$ cat src/rtl/fir_par2ser.sv
// ---------------------------------------------------------------------------
// fir_par2ser
//
// Purpose:
//   Serialises blocks of L samples from a parallel (polyphase) FIR into a
//   stream with one 32-bit sample per transfer. Whole blocks wait in a
//   DEPTH-entry circular FIFO. The element of the head block that is on
//   the output is chosen by a sample index.
//   There is no input backpressure. A block that arrives while the FIFO is
//   full, and that is not freed by a pop in the same cycle, is dropped. A
//   drop sets a sticky overflow flag.
//
// Build option:
//   FIR_P2S_DROP_CNT_EN  When defined, adds a saturating 16-bit drop_cnt
//                        output that counts dropped blocks.
//
// Parameters:
//   L      samples per input block (2 or 3)
//   DEPTH  FIFO depth in blocks (power of two, >= 2)
//
// Ports:
//   clk        sole clock, rising edge
//   rst_n      asynchronous active-low reset
//   in_valid   in_blk is presented this cycle
//   in_blk     L x 32 block, element 0 = oldest sample
//   out_valid  out_data holds a valid sample
//   out_ready  downstream accepts out_data
//   out_data   serial output sample
//   out_last   out_data is element L-1 of its block
//   overflow   sticky flag, a block was dropped
//   clr_ovf    synchronous clear of overflow (and drop_cnt)
//   drop_cnt   dropped-block counter (only with FIR_P2S_DROP_CNT_EN)
// ---------------------------------------------------------------------------
module fir_par2ser #(
    parameter int L     = 3,
    parameter int DEPTH = 4
) (
    input  logic               clk,
    input  logic               rst_n,
    input  logic               in_valid,
    input  logic [L-1:0][31:0] in_blk,
    output logic               out_valid,
    input  logic               out_ready,
    output logic signed [31:0] out_data,
    output logic               out_last,
    output logic               overflow,
    input  logic               clr_ovf
`ifdef FIR_P2S_DROP_CNT_EN
    ,
    output logic [15:0]        drop_cnt
`endif
);

    localparam int AW = $clog2(DEPTH);
    localparam int IW = $clog2(L);
    localparam logic [AW:0]   FULL     = (AW+1)'(DEPTH);
    localparam logic [IW-1:0] LAST_IDX = IW'(L - 1);

    typedef logic [L-1:0][31:0] blk_t;

    blk_t          mem [DEPTH];
    logic [AW-1:0] wr_ptr;
    logic [AW-1:0] rd_ptr;
    logic [AW:0]   count;
    logic [IW-1:0] idx;

    logic transfer;
    logic pop_now;
    logic push;
    logic drop;

    // A pop at the end of a block frees one slot in the same cycle. A
    // block arriving then is therefore accepted, even with a full FIFO.
    always_comb begin
        out_valid = (count != '0);
        out_data  = mem[rd_ptr][idx];
        out_last  = out_valid && (idx == LAST_IDX);
        transfer  = out_valid && out_ready;
        pop_now   = transfer && (idx == LAST_IDX);
        push      = in_valid && ((count != FULL) || pop_now);
        drop      = in_valid && (count == FULL) && !pop_now;
    end

    // Block storage is not reset. The count alone decides which entries
    // are live.
    always_ff @(posedge clk) begin
        if (push) begin
            mem[wr_ptr] <= in_blk;
        end
    end

    // The pointers wrap naturally, because DEPTH is a power of two.
    always_ff @(posedge clk or negedge rst_n) begin
        if (!rst_n) begin
            wr_ptr   <= '0;
            rd_ptr   <= '0;
            count    <= '0;
            idx      <= '0;
            overflow <= 1'b0;
        end else begin
            if (push) begin
                wr_ptr <= wr_ptr + AW'(1);
            end
            if (pop_now) begin
                rd_ptr <= rd_ptr + AW'(1);
            end
            if (push && !pop_now) begin
                count <= count + (AW+1)'(1);
            end else if (pop_now && !push) begin
                count <= count - (AW+1)'(1);
            end
            if (transfer) begin
                idx <= (idx == LAST_IDX) ? '0 : idx + IW'(1);
            end
            // A drop in the same cycle as a clear leaves the flag set.
            if (drop) begin
                overflow <= 1'b1;
            end else if (clr_ovf) begin
                overflow <= 1'b0;
            end
        end
    end

`ifdef FIR_P2S_DROP_CNT_EN
    // This counter saturates. A drop outranks a clear in the same cycle.
    always_ff @(posedge clk or negedge rst_n) begin
        if (!rst_n) begin
            drop_cnt <= '0;
        end else if (drop) begin
            if (drop_cnt != 16'hFFFF) begin
                drop_cnt <= drop_cnt + 16'd1;
            end
        end else if (clr_ovf) begin
            drop_cnt <= '0;
        end
    end
`endif

endmodule

$ cat config.mk
export PLATFORM = sky130hd
export DESIGN_NAME = fir_par2ser
export DESIGN_NICKNAME = d
export VERILOG_FILES = /design/src/rtl/fir_par2ser.sv
export SDC_FILE = /design/constraint.sdc
export NUM_CORES = 1
export LEC_CHECK = 0
export ABC_CLOCK_PERIOD_IN_PS = 8400
export CAP_MARGIN = 10
export CORE_MARGIN = 2
export CORE_UTILIZATION = 35
export DETAILED_ROUTE_END_ITERATION = 16
export SKIP_LAST_GASP = 1
export SLEW_MARGIN = 20
export SYNTH_ARGS = -nofsm -noshare
export SYNTH_HDL_FRONTEND = slang
export SYNTH_SLANG_ARGS = --single-unit
export TNS_END_PERCENT = 5
$ cat constraint.sdc
create_clock -name clk -period 8.4 [get_ports clk]
set_clock_uncertainty 0.15 [all_clocks]
set_input_delay 1.26 -clock clk [delete_from_list [all_inputs] [get_ports clk]]
set_output_delay 1.26 -clock clk [all_outputs]
set_load 0.02 [all_outputs]
==> results.cfg <==
[clocking]
h-tree-depth = 2
clk_pin_slew_ns = 0.06
cts_buffer_depth = 3
postCtsHoldBufs = 0
cts_buffers = 42
cts_tree = yes
postCtsSetupRepairBufs = 0
ctsResizeCount = 0
clk_latency_ns = 0.54
clock-root-buffer = clkbuf_16
clkSinkCount = 394

[sta]
max_slew_margin_pct = 25.9
rsz0062_at_grt = false
setup_viol = 0
setup-tns-final_ns = 0
worstMarginPinSlew_ns = 1.11
max_freq_ghz = 0.200
maxSlewViolCount = 0
fin_crit_ns = 5.01
fin_crit_sh_pct = 59.6
finalHoldViolCount = 0

[yosys]
ys_seq_area_share_pct = 78.9
syn_nets = 767
synth-edff-count = 384
netlist-cell-type-count = 29
synth.avg_cell_area_sq_um = 22.6
synth_top_area_share_pct = 77.2
syn_area_sq_um = 14900
synth_top_cell_by_area = edfxtp_1
synth-seq-cells = 394
yosys-top-cells-area = edfxtp_1 (77%), mux4_2 (14%), dfrtp_1 (1.7%), a22oi_1 (1.6%), nand2_1 (1.6%)
async_reset_ff_share_pct = 2.54
syn_inst = 660
yosysWarnings = 0
synthFlopType = edfxtp_1

[floorplanning]
start_util_pct = 35.5
die_area_sq_um = 44300
placementRows = 75
core_sq_um = 42000
fp.dieW_microns = 211
io_pins = 136
die_height_microns = 211

[final_layout]
final_util_pct = 43.4
final_cell_mix = edfxtp_1 (384), clkdlybuf4s50_1 (135), mux4_2 (96)
antenna_cells = 0
layout_commonest_cell = edfxtp_1
area.growth.synth_to_final_pct = 22.3
fill_cells = 3628
final_nets = 922
drive_gt1_share_pct = 20.9

[detailed_routing]
drc_errors = 0
drt_iter0_markers = 524
wl_per_cell_microns = 21.8
vias_per_cell = 4.99
drt-pass1-iter-count = 5
drt_wl_total_microns = 30300
postRouteAntennaNets = 0
vias = 6911

[global_route]
grt_pass1_wl_microns = 45700
grt_pass1_vias = 7502
grt_overflow = 0
groute.usage.overall_pct = 13.9
grt_max_degree = 99
antenna_found_initial = 4

[power_and_ir_drop]
max-vdd-ir-drop_mv = 0.334
power.leakage_nw = 5.92
p_per_area_nw_per_um2 = 362

[status]
status = finished clean

[setup_path]
start_kind = flop
crit_path_end_kind = output pin
critPathKind = reg -> out
max_stage_delay_ns = 0.96
arrival_ns = 3.60
required_ns = 6.99
path_max_fanout = 50
path_cells = buf_4 > mux4_2 > a22oi_1 > nand2_1 > clkdlybuf4s50_1
slowest_stage = dfrtp_4
rrSetupSlack_ns = 4.98

[place]
port_buffers = 135
dp_hpwl_microns = 16100
gp_congestion = 0.675

[job]
max_cap_violations = 0

[worst_hold_path]
hold_class = reg -> reg
-- metrics by stage --
stage	instance area (sq um)	hold WS [ns]	power (mW)	cells	setup WS (ns)
final	18300	0.372	6.61	1386	3.39
after global routing	18300	0.384	6.95	1386	3.20
after CTS	18200	0.376	6.72	1385	3.27
after detailed placement	16900	0.364	4.89	1309	3.71
after global placement	16900	0.370	4.87	1309	3.71
after floorplan	14900	0.347	4.13	660	3.75
-- cells in the mapped netlist (2+ instances only) --
master and count:
edfxtp_1 384, dfrtp_1 10, and2_1 5, xnor2_1 4
a22oi_1 32, mux4_2 96, mux2_2 2, nand2_1 64
buf_2 7, buf_6 7, ha_1 5, a21o_1 2
buf_4 3, nand4_1 2, xor2_1 2, nor2_1 3
clkbuf_1 16, inv_1 5
-- where the power goes --
| group | internal, mW | total [mW] | switching, mW |
|---|---|---|---|
| Combinational | 0.941 | 2.04 | 1.10 |
| Sequential | 2.61 | 2.76 | 0.150 |
| Clock | 1.09 | 1.81 | 0.720 |
| Total | 4.64 | 6.61 | 1.97 |
-- state kept, by name, summed over array words and instances (netlist names) --
signal / cells
mem: 384
count: 3
idx: 2
rd_ptr: 2
wr_ptr: 2
overflow: 1
-- layer usage --
layer	GRT usage [%]	vias up	routed length, microns
li1	-	3061	-
met1	19.4	3610	13600
met2	21.6	189	14000
met3	4.10	45	2090
met4	3.47	6	483
met5	0	-	35
-- cell type report --
class                           instances  area, sq um  area share, %
Clock buffer                           54         1190           6.52
Clock inverter                         22          180          0.987
Inverter                                5         18.8          0.103
Multi-Input combinational cell        228         2960           16.2
Sequential cell                       394        11800           64.5
Tap cell                              539          674           3.69
Timing Repair Buffer                  144         1450           7.95
-- worst paths after layout --
path                                            start  cells after the start               endpoint
worst max-delay path            rd_ptr[1]$_DFFE_PN0N_                      5            out_data[0]
worst min-delay path             overflow$_DFFE_PN0P_                      2   overflow$_DFFE_PN0P_
worst max register to register     idx[0]$_DFFE_PN0N_                      4   mem[3][53]$_DFFE_PP_
worst min register to register   overflow$_DFFE_PN0P_                      2   overflow$_DFFE_PN0P_
max in group asynchronous                       rst_n                      1  rd_ptr[0]$_DFFE_PN0N_
min in group asynchronous                       rst_n                      1   count[0]$_DFFE_PN0P_
-- kinds of logic (layout without fill, tap and decap cells) --
group,count (synthesis),count (layout),share of synthesized area [%]
AO/OA/AOI/OAI,37,37,1.84
XOR/XNOR,6,6,0.352
AND/OR/NAND/NOR,81,81,2.28
adder cells (fa/ha/maj),6,6,0.553
flip-flops,394,394,78.9
buffers and inverters,38,225,1.44
multiplexers,98,98,14.6
-- critical path: cells and delay by family, from the launching register on --
kind	cells	cell delay [ns]
DFF	1	0.96
AOI/OAI and AO/OA	1	0.27
and+or+nand+nor	1	0.09
buffers and inverters	2	1.28
muxes	1	0.41
(Power assumes the default switching activity.)
